## config.mk

```make
export PLATFORM = sky130hd
export DESIGN_NAME = axi_counter_master
export DESIGN_NICKNAME = d
export VERILOG_FILES = /design/src/rtl/axi_counter_master.sv
export SDC_FILE = /design/constraint.sdc
export NUM_CORES = 1
export LEC_CHECK = 0
export ABC_AREA = 1
export CORE_UTILIZATION = 38
export DETAILED_ROUTE_END_ITERATION = 6
export GPL_TIMING_DRIVEN = 1
export PLACE_DENSITY = 0.78
export SYNTH_ARGS = -nofsm -noshare
export SYNTH_HDL_FRONTEND = slang
export SYNTH_SLANG_ARGS = --single-unit
```

## constraint.sdc

```tcl
create_clock -name clk -period 5.1 [get_ports clk]
set_clock_uncertainty 0.15 [all_clocks]
set_input_delay 1.275 -clock clk [delete_from_list [all_inputs] [get_ports clk]]
set_output_delay 1.275 -clock clk [all_outputs]
set_load 0.02 [all_outputs]
```

## src/rtl/axi_counter_master.sv

```systemverilog
`default_nettype none
// ============================================================================
//  Module      : axi_counter_master
//  Description : AXI master that fills SLOTS slave registers with an
//                arithmetic counter sequence (single-beat writes), reads the
//                slave XOR checksum back and flags any write-response error
//                or checksum disagreement.
//                Optional handshake watchdog: define AXI_MASTER_TIMEOUT_EN.
//  Revision    : 1.0 - initial release
// ============================================================================
module axi_counter_master #(
   parameter int          DATA_WIDTH     = 32,
   parameter int          ADDR_WIDTH     = 32,
   parameter int          SLOTS          = 8,
   parameter logic [31:0] CRC_ADDR       = 32'h20,
   parameter int          TIMEOUT_CYCLES = 256
) (
   input  logic                  clk,
   input  logic                  areset,
   input  logic                  start_i,
   input  logic [DATA_WIDTH-1:0] seed_i,
   input  logic [DATA_WIDTH-1:0] step_i,
   output logic                  busy_o,
   output logic                  done_o,
   output logic                  error_o,
   output logic [DATA_WIDTH-1:0] crc_o,
   output logic [3:0]            awid_o,
   output logic [3:0]            wid_o,
   output logic [3:0]            arid_o,
   output logic [3:0]            awlen_o,
   output logic [2:0]            awsize_o,
   output logic [1:0]            awburst_o,
   output logic [ADDR_WIDTH-1:0] awaddr_o,
   output logic                  awvalid_o,
   input  logic                  awready_i,
   output logic [DATA_WIDTH-1:0] wdata_o,
   output logic [3:0]            wstrb_o,
   output logic                  wlast_o,
   output logic                  wvalid_o,
   input  logic                  wready_i,
   input  logic [3:0]            bid_i,
   input  logic [1:0]            bresp_i,
   input  logic                  bvalid_i,
   output logic                  bready_o,
   output logic [ADDR_WIDTH-1:0] araddr_o,
   output logic                  arvalid_o,
   input  logic                  arready_i,
   input  logic [3:0]            rid_i,
   input  logic [DATA_WIDTH-1:0] rdata_i,
   input  logic                  rlast_i,
   input  logic                  rvalid_i,
   output logic                  rready_o
);

   localparam int IDX_W = 4;

   typedef enum logic [2:0] {
      S_IDLE  = 3'd0,
      S_WRITE = 3'd1,
      S_WRESP = 3'd2,
      S_RADDR = 3'd3,
      S_RDATA = 3'd4,
      S_DONE  = 3'd5
   } state_t;

   state_t                state_q, state_d;
   logic [DATA_WIDTH-1:0] value_q, value_d;
   logic [DATA_WIDTH-1:0] step_q,  step_d;
   logic [DATA_WIDTH-1:0] acc_q,   acc_d;
   logic [DATA_WIDTH-1:0] crc_q,   crc_d;
   logic [IDX_W-1:0]      idx_q,   idx_d;
   logic                  error_q, error_d;
   logic                  aw_done_q, aw_done_d;
   logic                  w_done_q,  w_done_d;
   logic                  aw_fire, w_fire;

   // Fixed single-beat, full-word write attributes
   assign awid_o    = 4'h0;
   assign wid_o     = 4'h0;
   assign arid_o    = 4'h0;
   assign awlen_o   = 4'h0;
   assign awsize_o  = 3'd2;
   assign awburst_o = 2'b01;
   assign wstrb_o   = 4'hF;
   assign wlast_o   = wvalid_o;

   assign awaddr_o  = ADDR_WIDTH'({idx_q, 2'b00});
   assign wdata_o   = value_q;
   assign crc_o     = crc_q;
   assign error_o   = error_q;
   assign busy_o    = (state_q == S_WRITE) || (state_q == S_WRESP) ||
                      (state_q == S_RADDR) || (state_q == S_RDATA);

   // IDs and read last are not needed: one outstanding transaction at a time
   logic unused_in;
   assign unused_in = ^{bid_i, rid_i, rlast_i};

   // Run state register; asynchronous reset drops every channel at once
   always_ff @(posedge clk or negedge areset) begin
      if (!areset) begin
         state_q   <= S_IDLE;
         value_q   <= '0;
         step_q    <= '0;
         acc_q     <= '0;
         crc_q     <= '0;
         idx_q     <= '0;
         error_q   <= 1'b0;
         aw_done_q <= 1'b0;
         w_done_q  <= 1'b0;
      end else begin
         state_q   <= state_d;
         value_q   <= value_d;
         step_q    <= step_d;
         acc_q     <= acc_d;
         crc_q     <= crc_d;
         idx_q     <= idx_d;
         error_q   <= error_d;
         aw_done_q <= aw_done_d;
         w_done_q  <= w_done_d;
      end
   end

`ifdef AXI_MASTER_TIMEOUT_EN
   localparam int TMR_W = $clog2(TIMEOUT_CYCLES + 1);
   logic [TMR_W-1:0] timer_q, timer_d;
   logic             timeout;
   logic             waiting;

   // Watchdog cycle counter, restarted on every state entry
   always_ff @(posedge clk or negedge areset) begin
      if (!areset) timer_q <= '0;
      else         timer_q <= timer_d;
   end
`else
   logic unused_tmo;
   assign unused_tmo = (TIMEOUT_CYCLES != 0);
`endif

   // Next-state, datapath update and channel handshake outputs
   always_comb begin
      state_d   = state_q;
      value_d   = value_q;
      step_d    = step_q;
      acc_d     = acc_q;
      crc_d     = crc_q;
      idx_d     = idx_q;
      error_d   = error_q;
      aw_done_d = aw_done_q;
      w_done_d  = w_done_q;
      awvalid_o = 1'b0;
      wvalid_o  = 1'b0;
      bready_o  = 1'b0;
      arvalid_o = 1'b0;
      araddr_o  = '0;
      rready_o  = 1'b0;
      done_o    = 1'b0;
      aw_fire   = 1'b0;
      w_fire    = 1'b0;

      case (state_q)
         S_IDLE: begin
            if (start_i) begin
               value_d   = seed_i;
               step_d    = step_i;
               idx_d     = '0;
               acc_d     = '0;
               error_d   = 1'b0;
               aw_done_d = 1'b0;
               w_done_d  = 1'b0;
               state_d   = S_WRITE;
            end
         end
         S_WRITE: begin
            // Each channel holds valid until its own handshake completes
            awvalid_o = !aw_done_q;
            wvalid_o  = !w_done_q;
            aw_fire   = awvalid_o && awready_i;
            w_fire    = wvalid_o && wready_i;
            aw_done_d = aw_done_q || aw_fire;
            w_done_d  = w_done_q || w_fire;
            if (aw_done_d && w_done_d) begin
               aw_done_d = 1'b0;
               w_done_d  = 1'b0;
               state_d   = S_WRESP;
            end
         end
         S_WRESP: begin
            bready_o = 1'b1;
            if (bvalid_i) begin
               acc_d   = acc_q ^ value_q;
               value_d = value_q + step_q;
               idx_d   = idx_q + 1'b1;
               if (bresp_i != 2'b00) error_d = 1'b1;
               state_d = (idx_q == IDX_W'(SLOTS - 1)) ? S_RADDR : S_WRITE;
            end
         end
         S_RADDR: begin
            arvalid_o = 1'b1;
            araddr_o  = ADDR_WIDTH'(CRC_ADDR);
            if (arready_i) state_d = S_RDATA;
         end
         S_RDATA: begin
            rready_o = 1'b1;
            if (rvalid_i) begin
               crc_d = rdata_i;
               if (rdata_i != acc_q) error_d = 1'b1;
               state_d = S_DONE;
            end
         end
         S_DONE: begin
            done_o  = 1'b1;
            state_d = S_IDLE;
         end
         default: state_d = S_IDLE;
      endcase

`ifdef AXI_MASTER_TIMEOUT_EN
      // A stalled handshake is abandoned once the watchdog expires
      waiting = busy_o;
      timeout = waiting && (state_d == state_q) &&
                (timer_q == TMR_W'(TIMEOUT_CYCLES - 1));
      if (timeout) begin
         error_d   = 1'b1;
         aw_done_d = 1'b0;
         w_done_d  = 1'b0;
         state_d   = S_DONE;
      end
      if (state_d != state_q) timer_d = '0;
      else if (waiting)       timer_d = timer_q + 1'b1;
      else                    timer_d = '0;
`endif
   end

endmodule
`default_nettype wire

```

After elaboration in Yosys (flattened, before gate mapping)
Cells that the tools add are included.
Operators by class
  add/sub/neg operators: 2
  equality and inequality tests: 14
  multiplexer cells: 33
  bitwise gates (word level): 1
  reduce and logical (&&, ||, !) cells: 21
Operators with widths (number)
  $mux W32: 4
  $pmux W32 S2: 2
  $add A32 B32 Y32: 1
  $ne A32 B32 Y1: 1
  $xor A32 B32 Y32: 1
  $mux W3: 5
  $pmux W3 S5: 1
  $mux W1: 13
  $mux W4: 2
  $ne A2 B2 Y1 const B: 4
  $pmux W4 S2: 1
  $eq A3 B2 Y1 const B: 2
  $eq A3 B3 Y1 const B: 2
  $mux W6: 1
  $ne A2 B1 Y1 const B: 3
  $reduce_and A2 Y1: 3
  $reduce_and A6 Y1: 1
  $reduce_bool A2 Y1: 3
  $logic_or A1 B1 Y1: 5
  $reduce_and A5 Y1: 1
  $add A4 B1 Y4 const B: 1
  $eq A4 B3 Y1 const B: 1
  $pmux W1 S2: 2
  $eq A3 B1 Y1 const B: 1
  7 further kinds: 10
Storage, ports and cells
  register bits: 138
  input bits: 115
  output and inout bits: 162
  logic and storage cells: 80

Depth between registers and ports, before layout
Gate-level depths: netlist of run 1.
  depth after elaboration: 6
  depth in mapped cells: 14
  depth with buffers taken out: 14

Least setup slack after synthesis of run 1
Ideal clock, no wire load.
  path type: register to output
  start: register state_q[1]
  end: output port wvalid_o
  arrival: 1.334 ns
  data required time: 3.675 ns
  slack: 2.341 ns
  stages on the path, launching flop included: 7
  buffers on the path: 1
  path through: dfrtp_1 inv_1 nand2_1 nor2_1 inv_1 nor2_1 buf_4
Between the ends
  cells in the longest elaborated chain, start to end: 2
Ends and longest elaborated chain
  start, declared: line 66  | state_t state_q, state_d;
  start signal, assigned: line 111  | state_q <= state_d;
  $eq A3 B1 Y1: line 160  | case (state_q)
  $mux W1: line 160
  end, declared: line 39  | output logic wvalid_o,
No other way between the ends.

Worst setup path after layout of run 1
  start: register state_q[1]
  end: output port wlast_o
Between the ends
  cells in the longest elaborated chain, start to end: 2
Ends and longest elaborated chain
  $eq A3 B1 Y1: line 160
  $mux W1: line 160
  end, declared: line 38  | output logic wlast_o,
No other way between the ends.

==> reports/results.txt, run 1 <==
The flow ran to the end, and the final reports show no timing, DRC or antenna violations. The most used flip-flop cell after synthesis is sky130_fd_sc_hd__dfrtp_1. The transition time at the pin with the least slew margin was 818 ps. Once layout is complete, the cells apart from fillers number 1840. The maximum ir drop on the vdd rail is 230 µV, and the global-route wire length before repair is 41300 µm.

The count of endpoints failing setup in the final report is 0, and the number of H-tree levels is 4. Yosys mapped the design onto 42 distinct sky130hd cell types. Setup repair after global routing left no endpoint under its margin.

Leaving out fill and tap cells, the most frequent cells in the layout are 454 x sky130_fd_sc_hd__nand2_1, 182 x sky130_fd_sc_hd__inv_1, 182 x sky130_fd_sc_hd__clkdlybuf4s50_1. Across all hold checks on the routed design, the worst slack comes to 333 ps. The run gives 20.5% as the global router's overall resource usage. In this run the critical register-to-register path is launched from state_q[2].

The remaining antenna violation count was 0; the die extent in x was 160 µm. Once the floorplan was initialized, standard cells occupied 38.8% of the core. Counting flops with an async set or reset pin after synthesis yields a share of 100%. After synthesis the cells add up to 9430 µm². Number of max-capacitance violations reported: 0. The congestion estimate from routability-driven global placement came to 0.837. The tools report the placed cell count as 1808. The worst setup path is of the flip-flop to primary output kind. In this design, the stage delay of the slowest critical-path cell is 640 ps. The setup check on the worst reg-to-reg path leaves a slack of 2170 ps. For this run, the top clock speed supported by timing is 281 MHz. The most common library cell in the layout ignoring fill and taps is sky130_fd_sc_hd__nand2_1. After the first detailed-routing iteration, the DRC count stood at 455. The final-stage net count is 1651, and the gate count after technology mapping is 1327. Counting every sink on the clock net gives 138. The largest individual stage delay along the critical path comes from the cell sky130_fd_sc_hd__clkdlybuf4s50_1. For the number of placed I/O pins, the log shows 277. Traced cell by cell, the critical path runs through inv_1, nand2_1, nor2_1, inv_1, nor2_1, clkdlybuf4s50_1. The logs give 0 for the number of hold buffers added after CTS and 0 for the initial antenna violation count. The die is 160 µm tall. In the final routed layout, each cell accounts on average for 14.0 µm. The path with the worst hold slack has its endpoint at crc_o[5]. No sink is reached through more buffers than the 2 on the longest clock path.

The tools report the via count of the first global-routing pass as 8103. The worst hold path was traced through 2 stages. In this run, synthesis produced a sequential element count of 138. At the worst endpoint, the arrival time is 2130 ps.

Entering global routing, the biggest net connects 72 pins. Once the clock tree was built, the setup fixing pass inserted 0 buffers. The global route total overflow is 0.

Wires add up to 25700 µm. The worst setup path is launched from a flip-flop. The number of rows created at floorplan came out at 57. Of the available clock period, the critical path in the final layout requires 69.8%. The kind of path behind the tightest hold check was flip-flop to flip-flop. Clock-pin slew was measured on the worst setup and hold paths at 60 ps. Data on the critical path is required at its endpoint by 3670 ps. After synthesis, flip-flops and latches occupy 36.6% of the total area. The endpoint identified for the worst register-to-register timing path is acc_q[1]. The total chip power was 7.62 mW; the number of gates resized after CTS was 0. For the worst-skew pair, the clock arrives at the later sink with an insertion delay of 420 ps.

The final critical-path required period is 3560 ps. The number of flops mapped to enable cells by yosys is 0. TritonCTS built the clock tree. In this run the clock root is driven by a sky130_fd_sc_hd__clkbuf_16. After detailed routing, the number of vias per cell comes to 4.57.

Along the worst path, the maximum fanout reaches 5. The number of slew-limit violations in the final report is 0, and the fraction of final layout cells sized beyond drive strength 1 is 6.07%. The worst setup path is captured at a primary output.

For this run, the share of the core covered by cells in the final layout is 48.5%. The tools report the number of endpoints with negative hold slack in the final report as 0. The total power per unit cell area came out at 646 nW/µm².

Core area: 24300 µm². The mean instance size in the synthesized netlist is 7.11 µm², and the number of buffers inserted during clock tree synthesis is 17. The floorplan step defined a die boundary enclosing 25500 µm².

The pre-antenna-repair detailed-routing pass consisted of 5 iterations. The tools report the post-detailed-placement half-perimeter wirelength as 20300 µm. The reported leakage power came out at 6.17 nW.

For this run, design rule violations remaining after detail routing come to 0. In this run the tool buffered the top-level ports with 183 buffer cells. Measured against its own limit, the worst slew margin works out to 45.4%.

The repair_antennas step left the layout with diodes totalling 0. Adding up every negative setup slack in the final design gives 0 ps. The total via count after detailed routing was 8412.

In this run the most critical hold path is launched from crc_o[5]. The worst reg-to-reg path cell count was 10; the layout overhead on the synthesized area was 24.9%. For the count of yosys warnings during synthesis, the log shows 0.
## flip-flops by register name, summed over array words and instances, names as in the netlist
signal / cells
acc_q: 32
aw_done_q: 1
crc_o: 32
error_o: 1
idx_q: 4
state_q: 3
step_q: 32
w_done_q: 1
wdata_o: 32
## worst max path at each step
stage	to	from	slack, ps
finish	wlast_o	state_q[1]	1540
global route	wlast_o	state_q[1]	1370
CTS	wlast_o	state_q[1]	1510
detailed placement	acc_q[1]	start_i	1510
global placement	wdata_o[11]	start_i	1560
floorplan	wvalid_o	state_q[1]	2340
## layer usage
layer / vias to the layer above / GRT usage, % / share of wire, %
met2: 258 / 33.2 / 45
met3: 34 / 3.33 / 5.3
li1: 4317 / - / -
met5: - / 0 / 0
met4: 0 / 7.26 / 2.7
met1: 3803 / 27.7 / 47
## Yosys cell counts, types with 17 or more instances
master | number | area (µm²)
sky130_fd_sc_hd__dfrtp_1 | 138 | 3450
sky130_fd_sc_hd__a21oi_1 | 63 | 315
sky130_fd_sc_hd__mux2_2 | 17 | 191
sky130_fd_sc_hd__inv_1 | 182 | 683
sky130_fd_sc_hd__buf_4 | 88 | 661
sky130_fd_sc_hd__xor2_1 | 22 | 193
sky130_fd_sc_hd__buf_2 | 20 | 100
sky130_fd_sc_hd__ha_1 | 32 | 400
sky130_fd_sc_hd__o21ai_1 | 19 | 95.1
sky130_fd_sc_hd__nor2_4 | 18 | 203
sky130_fd_sc_hd__nand2_1 | 454 | 1700
sky130_fd_sc_hd__nor2_1 | 83 | 312
sky130_fd_sc_hd__o21ai_0 | 52 | 260
sky130_fd_sc_hd__nand3_1 | 60 | 300
## stage by stage
step	cell area (µm²)	setup WS (ps)
floorplan	9740	2340
global placement	11200	1560
detailed placement	11200	1510
CTS	11800	1510
global route	11800	1370
finish	11800	1540
## cell type report
cell class	instances	area, µm²
timing repair buffer	191	1890
clock buffer	19	443
multi-input combinational	970	4770
tap	324	405
clock inverter	13	120
sequential	138	3450
inverter	185	702
fill	2434	12500
## report_power, final
part | switching (mW) | leakage (nW) | internal, mW
Clock | 0.501 | 0.258 | 0.686
Combinational | 2.68 | 4.19 | 1.69
Sequential | 0.482 | 1.73 | 1.58
## worst max-delay path: cells and delay by family, from the launching register on
kind	cells	cell delay [ps]
buffers and inverters	3	850
DFF	1	430
and+or+nand+nor	3	450
## cell families (layout without fill, tap and decap cells)
| kind of cell | after synthesis | after routing | synth area share, % |
|---|---|---|---|
| other | 2 | 84 | 0.0796 |
| AO/OA/AOI/OAI | 156 | 156 | 8.74 |
| multiplexers | 17 | 17 | 2.03 |
| adder cells (fa/ha/maj) | 33 | 33 | 4.46 |
| XOR/XNOR | 32 | 32 | 2.97 |
| flip-flops | 138 | 138 | 36.6 |
| AND/OR/NAND/NOR | 648 | 648 | 29.0 |
| buffers and inverters | 301 | 408 | 16.1 |
Power figures use the tool's default switching activity.
==> run 2: changes to the inputs <==
--- a/config.mk
+++ b/config.mk
@@ -9,7 +9,7 @@
 export CORE_UTILIZATION = 38
 export DETAILED_ROUTE_END_ITERATION = 6
 export GPL_TIMING_DRIVEN = 1
-export PLACE_DENSITY = 0.78
+export PLACE_DENSITY = 0.81
 export SYNTH_ARGS = -nofsm -noshare
 export SYNTH_HDL_FRONTEND = slang
 export SYNTH_SLANG_ARGS = --single-unit
==> constraint.sdc (replaced) <==
create_clock -name clk -period 3.1 [get_ports clk]
set_clock_uncertainty 0.15 [all_clocks]
set_input_delay 0.775 -clock clk [delete_from_list [all_inputs] [get_ports clk]]
set_output_delay 0.775 -clock clk [all_outputs]
set_load 0.02 [all_outputs]
==> run 2 against run 1 <==
Count of clock-buffer cells in the layout unchanged. Worst hold slack worse by 250 ps. Sequential power rose by 64%. Global-route usage up 0.15 points. Design area grew 0.85%. Sequential cell count unchanged. Register-to-register slack worse by 1500 ps. Die area unchanged. Non-clock buffer count is 7 higher. Combinational power grew 65%. Final cell count is 0.27% higher. Critical endpoint is now busy_o.
==> reports/results.txt, run 2 (synthesis results as in run 1) <==
Setup fix buffers added after clock tree synthesis: 0 (unchanged). The number of gates resized after CTS came out at 2 (was 0). The number of endpoints with negative hold slack in the final report was 0 (unchanged). The total via count after detailed routing was 8428 (was 8412); the routability congestion estimate was 0.869 (was 0.837).

The tools report the number of max-capacitance violations reported as 0 (unchanged). The core area is 24300 µm² (unchanged). The tools report the final worst slack as 66.8 ps (was 1540 ps). The logs give 6.02 mW (was 3.66 mW) for the switching power and 0 (unchanged) for the number of diodes. For the number of rows created at floorplan, the log shows 57 (unchanged).

The number of remaining DRC errors was 0 (unchanged). The logs give 52 (was 72) for the largest net degree at the start of global routing and 56.9% (was 57.4%) for the combinational power share. The reported leakage power came out at 6.24 nW (was 6.17 nW). The post-route cell area was 11900 µm² (was 11800 µm²).

The flow ran to the end, and the final reports show no timing, DRC or antenna violations. The die extent in x came out at 160 µm (unchanged). The tools report the clock tree root buffer cell as sky130_fd_sc_hd__clkbuf_16 (unchanged).

The run gives 0 (unchanged) as the global route total overflow. The most common library cell in the layout ignoring fill and taps was sky130_fd_sc_hd__nand2_1 (unchanged). Slowest cell on the critical path: sky130_fd_sc_hd__clkdlybuf4s50_1 (unchanged). The total power per unit cell area was 1070 nW/µm² (was 646 nW/µm²). The starting density of the core was 38.8% (unchanged).

The full die area was 25500 µm² (unchanged); the wire length reported by the detailed router was 25900 µm (was 25700 µm). Worst-path cell chain: nor2_2, nand2_1, inv_1, nor2_1, nand3_1, clkdlybuf4s50_1 (was inv_1, nand2_1, nor2_1, inv_1, nor2_1, clkdlybuf4s50_1). The global-route wire length before repair was 41100 µm (was 41300 µm); the number of design-rule violations left by the first detailed-router iteration was 459 (was 455).

Leading cell types in the layout, fill and taps excluded: 454 x sky130_fd_sc_hd__nand2_1, 182 x sky130_fd_sc_hd__inv_1, 180 x sky130_fd_sc_hd__clkdlybuf4s50_1 (was 454 x sky130_fd_sc_hd__nand2_1, 182 x sky130_fd_sc_hd__inv_1, 182 x sky130_fd_sc_hd__clkdlybuf4s50_1). The routed length per instance was 14.0 µm (about the same). The capturing element type of the critical path is a primary output (unchanged). The via count of the first global-routing pass was 7951 (was 8103). The tools report the launch point of the critical path as state_q[0] (was state_q[1]).

The floorplan die height works out to 160 µm (unchanged). The post-detailed-placement half-perimeter wirelength was 20900 µm (was 20300 µm); the layout overhead on the synthesized area was 26.0% (was 24.9%). The arrival time of data at the critical path endpoint was 2110 ps (was 2130 ps); the number of slew-limit violations in the final report was 0 (unchanged).

The number of buffers between clock root and the deepest sink was 2 (unchanged); the global router's overall resource usage was 20.7% (was 20.5%). The number of buffers inserted during clock tree synthesis was 17 (unchanged). TritonCTS built the clock tree.

For this run, the top clock speed supported by timing is 330 MHz. The count of port buffers added during placement is 183 (unchanged), and the number of H-tree levels is 4 (unchanged). Routed via count divided by cell count: 4.57 (about the same). The tools report the number of sinks handled by clock tree synthesis as 138 (unchanged). The run gives 277 (unchanged) as the number of placed I/O pins. The period utilization came out at 97.8%.

The internal portion of total power was 6.70 mW (was 3.96 mW). The total negative setup slack is 0 ps (unchanged). Setup repair after global routing left no endpoint under its margin. The first-pass iteration count of the detailed router came out at 5 (unchanged). Count of endpoints failing setup in the final report: 0 (unchanged). For the remaining antenna violation count, the log shows 0 (unchanged). The instance area at placement is 11300 µm² (was 11200 µm²), and the final critical-path required period is 3030 ps. The insertion delay to the later sink of the worst-skew pair was 420 ps (about the same); the share of power burned in the clock network was 16.5% (was 15.6%). Final standard cell utilization of the core: 48.9% (was 48.5%). The worst reg2reg path startpoint was wdata_o[0] (was state_q[2]).

The switching power as a share of total power is 47.3% (was 48.1%). The worst-path maximum fanout is 4 (was 5). The fraction of final layout cells sized beyond drive strength 1 is 6.51% (was 6.07%). The kind of start point of the critical path was a flip-flop (unchanged).

Maximum ir drop on the vdd rail: 427 µV (was 230 µV). The total chip power is 12.7 mW (was 7.62 mW), and the sequential share of power is 26.6% (was 27.0%). The worst setup timing slack at the placement stage was 372 ps (was 1510 ps). The classification of the worst setup path was flip-flop to primary output (unchanged). The kind of path behind the tightest hold check is input port to asynchronous set/reset pin (was flip-flop to flip-flop). The clock-pin slew on the worst setup and hold paths is 60 ps (about the same), and the final-stage net count is 1658 (was 1651). The initial antenna violation count is 0 (unchanged), and the required time of the worst setup path is 2170 ps (was 3670 ps).

The longest individual stage delay on the worst path was 600 ps (was 640 ps); the number of hold buffers added after CTS was 0 (unchanged).
[run 2: cell count changes in the layout (fill, tap and decap cells not counted), moves of 2 or more]
cell and delta:
sky130_fd_sc_hd__bufinv_16 +2, sky130_fd_sc_hd__clkinv_4 -2, sky130_fd_sc_hd__dlygate4sd2_1 +2, sky130_fd_sc_hd__clkinvlp_4 -3
sky130_fd_sc_hd__buf_4 +6, sky130_fd_sc_hd__clkdlybuf4s50_1 -2
[run 2: critical path, delay by kind of cell, from the launching register on]
family                 cells  cell delay (ps)
and+or+nand+nor            4              530
buffers and inverters      2              740
DFF                        1              420
[run 2: through the flow]
stage / instances / hold slack, ps
5_1_grt: 1845 / 84.0
2_1_floorplan: 1409 / 303
4_1_cts: 1845 / 75.0
6_report: 1845 / 78.1
3_5_place_dp: 1815 / 322
3_3_place_gp: 1815 / 316
[run 2: final cells by class]
type	count	area, µm²
fillers	2392	12400
multi-input cells	970	4770
flip-flops and latches	138	3450
repair buffers	198	1960
inverters	185	702
clock buffers	19	453
well taps	324	405
clock inverters	11	145
[run 2: metal layers]
layer	track usage, %	up-vias	part of all wire (%)	routed length (µm)
li1	-	4328	-	-
met1	27.9	3816	47	12100
met2	33.7	252	47	12100
met3	2.79	32	4.7	1210
met4	7.65	0	2.1	534
met5	0	-	0	0
[run 2: power by group through the flow]
stage / Clock, mW / Combinational [mW] / Sequential, mW
floorplan: 0 / 4.59 / 3.62
global placement: 0 / 7.09 / 3.36
detailed placement: 0 / 7.22 / 3.40
CTS: 2.14 / 7.24 / 3.37
global route: 2.22 / 8.05 / 3.48
finish: 2.10 / 7.23 / 3.38
[run 2: worst paths after layout]
kind                          endpoint  slack, ps  cells after the start
setup / recovery                busy_o         70                      6
max in group asynchronous      error_o       2030                      2
hold reg to reg              crc_o[24]        330                      2
hold / removal                idx_q[1]         80                      1
min in group clk             crc_o[24]        330                      2
setup reg to reg           wdata_o[28]        650                     12
==> run 3: changes to the inputs <==
--- a/config.mk
+++ b/config.mk
@@ -6,10 +6,12 @@
 export NUM_CORES = 1
 export LEC_CHECK = 0
 export ABC_AREA = 1
+export CORE_ASPECT_RATIO = 0.6
 export CORE_UTILIZATION = 38
 export DETAILED_ROUTE_END_ITERATION = 6
 export GPL_TIMING_DRIVEN = 1
 export PLACE_DENSITY = 0.81
+export SETUP_SLACK_MARGIN = 0.1
 export SYNTH_ARGS = -nofsm -noshare
 export SYNTH_HDL_FRONTEND = slang
 export SYNTH_SLANG_ARGS = --single-unit
==> run 3 against run 2 <==
Count of clock-buffer cells in the layout did not move. Largest power group unchanged. Clock power rose by 5%. Combinational power rose by 2%. Sequential share of layout area fell by 0.095 points. Sequential power rose by 3%. Final cell count fell by 0.11%. Sequential cell count did not move. Non-clock buffer count fell by 2. First-iteration DRC count rose by 56%. Largest cell class unchanged. Wire length rose by 7.7%. Total power rose by 2.3%. Worst hold slack improved by 58 ps.
==> reports/results.txt, run 3 (synthesis results as in run 1) <==
The number of slew-limit violations in the final report came out at 0 (unchanged). The final critical-path required period is 2900 ps (was 3030 ps). Slowest cell on the critical path: sky130_fd_sc_hd__clkdlybuf4s50_1 (unchanged).

The routability congestion estimate is 0.899 (was 0.869). For the required time of the worst setup path, the log shows 2170 ps (about the same). The run gives 22500 µm (was 20900 µm) as the post-detailed-placement half-perimeter wirelength. The tools report the number of endpoints with negative hold slack in the final report as 0 (unchanged).

Worst reg2reg path startpoint: wdata_o[0] (unchanged). The insertion delay to the later sink of the worst-skew pair was 430 ps (was 420 ps). The classification of the worst setup path is flip-flop to primary output (unchanged).

The logs give 27900 µm (was 25900 µm) for the wire length reported by the detailed router and 44 (was 57) for the number of rows created at floorplan. The post-route cell area is 11900 µm² (about the same), and the worst reg-to-reg path cell count is 12 (unchanged). The number of H-tree levels was 4 (unchanged). TritonCTS built the clock tree. The number of design-rule violations left by the first detailed-router iteration is 715 (was 459), and the clock-pin slew on the worst setup and hold paths is 70 ps (was 60 ps). The kind of start point of the critical path is a flip-flop (unchanged). The run gives 1980 ps (was 2110 ps) as the arrival time of data at the critical path endpoint. The tools report the total via count after detailed routing as 8541 (was 8428). Final-stage net count: 1656 (was 1658). The largest net degree at the start of global routing is 51 (was 52). For the number of diodes, the log shows 0 (unchanged).

The period utilization works out to 93.6% (was 97.8%). The highest achievable clock rate was 345 MHz (was 330 MHz). Layout overhead on the synthesized area: 26.4% (was 26.0%). The starting density of the core was 38.9% (was 38.8%); the fraction of final layout cells sized beyond drive strength 1 was 6.38% (was 6.51%). Worst-path cell chain: nor2_2, nand2_1, inv_1, clkdlybuf4s50_1 (was nor2_2, nand2_1, inv_1, nor2_1, nand3_1, clkdlybuf4s50_1). The worst setup timing slack at the placement stage was 410 ps (was 372 ps). The maximum ir drop on the vdd rail is 324 µV (was 427 µV), and the number of hold buffers added after CTS is 0 (unchanged).

The kind of path behind the tightest hold check is input port to asynchronous set/reset pin (unchanged). The run gives 5 (unchanged) as the first-pass iteration count of the detailed router. The floorplan die height is 124 µm (was 160 µm). The core area was 24300 µm² (about the same); the full die area was 25500 µm² (about the same).

The number of placed I/O pins is 277 (unchanged). The via count of the first global-routing pass is 7848 (was 7951), and the number of sinks handled by clock tree synthesis is 138 (unchanged). Setup repair after global routing left no endpoint under its margin.

Global-route wire length before repair: 43000 µm (was 41100 µm). The tools report the count of endpoints failing setup in the final report as 0 (unchanged). Clock tree root buffer cell: sky130_fd_sc_hd__clkbuf_16 (unchanged). The reported leakage power is 6.27 nW (was 6.24 nW).

Leading cell types in the layout, fill and taps excluded: 454 x sky130_fd_sc_hd__nand2_1, 182 x sky130_fd_sc_hd__inv_1, 178 x sky130_fd_sc_hd__clkdlybuf4s50_1 (was 454 x sky130_fd_sc_hd__nand2_1, 182 x sky130_fd_sc_hd__inv_1, 180 x sky130_fd_sc_hd__clkdlybuf4s50_1). The initial antenna violation count was 0 (unchanged). The number of max-capacitance violations reported is 0 (unchanged), and the remaining antenna violation count is 0 (unchanged). Placed cell count: 1811 (was 1815).

For the total negative setup slack, the log shows 0 ps (unchanged). The number of filler instances in the final layout is 2371 (was 2392), and the final worst slack is 198 ps (was 66.8 ps). The instance area at placement is 11300 µm² (about the same), and the global router's overall resource usage is 22.5% (was 20.7%). The run gives 137 ps (was 78.1 ps) as the tightest hold margin.

The most common library cell in the layout ignoring fill and taps is sky130_fd_sc_hd__nand2_1 (unchanged). The worst-path maximum fanout came out at 4 (unchanged). The tools report the capturing element type of the critical path as a primary output (unchanged). The die extent in x works out to 205 µm (was 160 µm). The longest individual stage delay on the worst path is 620 ps (was 600 ps), and the number of standard cells in the layout, taps in and fillers out is 1843 (was 1845).

The number of buffers inserted during clock tree synthesis is 17 (unchanged), and the global route total overflow is 0 (unchanged). The total power per unit cell area was 1090 nW/µm² (was 1070 nW/µm²); the number of remaining DRC errors was 0 (unchanged). The routed via count divided by cell count is 4.63 (was 4.57), and the number of buffers between clock root and the deepest sink is 2 (unchanged).

The routed length per instance came out at 15.1 µm (was 14.0 µm). The setup fix buffers added after clock tree synthesis was 0 (unchanged). Count of port buffers added during placement: 183 (unchanged). The flow ran to the end, and the final reports show no timing, DRC or antenna violations.

The launch point of the critical path was state_q[0] (unchanged).
==> run 3: path summary, 6_finish.rpt <==
| check | endpoint | slack (ps) |
|---|---|---|
| setup / recovery | rready_o | 200 |
| setup reg to reg | wdata_o[20] | 660 |
| hold reg to reg | crc_o[6] | 330 |
| max in group asynchronous | step_q[8] | 1910 |
| min in group clk | crc_o[6] | 330 |
| hold / removal | wdata_o[25] | 140 |
==> run 3: critical path, delay by kind of cell, from the launching register on <==
kind / cells / cell delay, ps
buf+inv: 2 / 750
flops: 1 / 430
simple gates: 2 / 380
==> run 3: area by class of cell <==
class	count	area (µm²)	share of cell area, %
multi-input combinational	970	4770	40.0
sequential	138	3450	29.0
timing repair buffer	196	1970	16.5
inverter	185	702	5.89
clock buffer	19	433	3.63
tap	322	403	3.38
clock inverter	13	191	1.61
==> run 3: metal layers <==
layer  part of all wire (%)  wire [µm]  up-vias  GRT usage, %
met2                     41      11300      261          32.3
met1                     51      14200     3931          33.8
li1                       -          -     4323             -
met5                      0          0        -             0
met3                    7.2       2000       26          4.66
met4                    1.3        351        0          5.79
==> run 3: report_power, final <==
| group | leakage (nW) | total [mW] | switching [mW] | internal (mW) |
|---|---|---|---|---|
| Clock | 0.295 | 2.20 | 0.846 | 1.35 |
| Sequential | 1.73 | 3.48 | 0.881 | 2.59 |
| Combinational | 4.25 | 7.34 | 4.52 | 2.82 |
| Total | 6.27 | 13.0 | 6.25 | 6.77 |
==> run 3: through the flow <==
step	power, mW	util [%]
finish	13.0	49.1
global route	14.1	49.1
CTS	13.0	49.1
detailed placement	10.8	46.5
global placement	10.6	46.5
floorplan	8.21	-
==> run 3: timing repair <==
action / in CTS / in global routing
gates cloned: 0 / 0
setup endpoints to repair: 4 / 2
resized for setup: 3 / 2
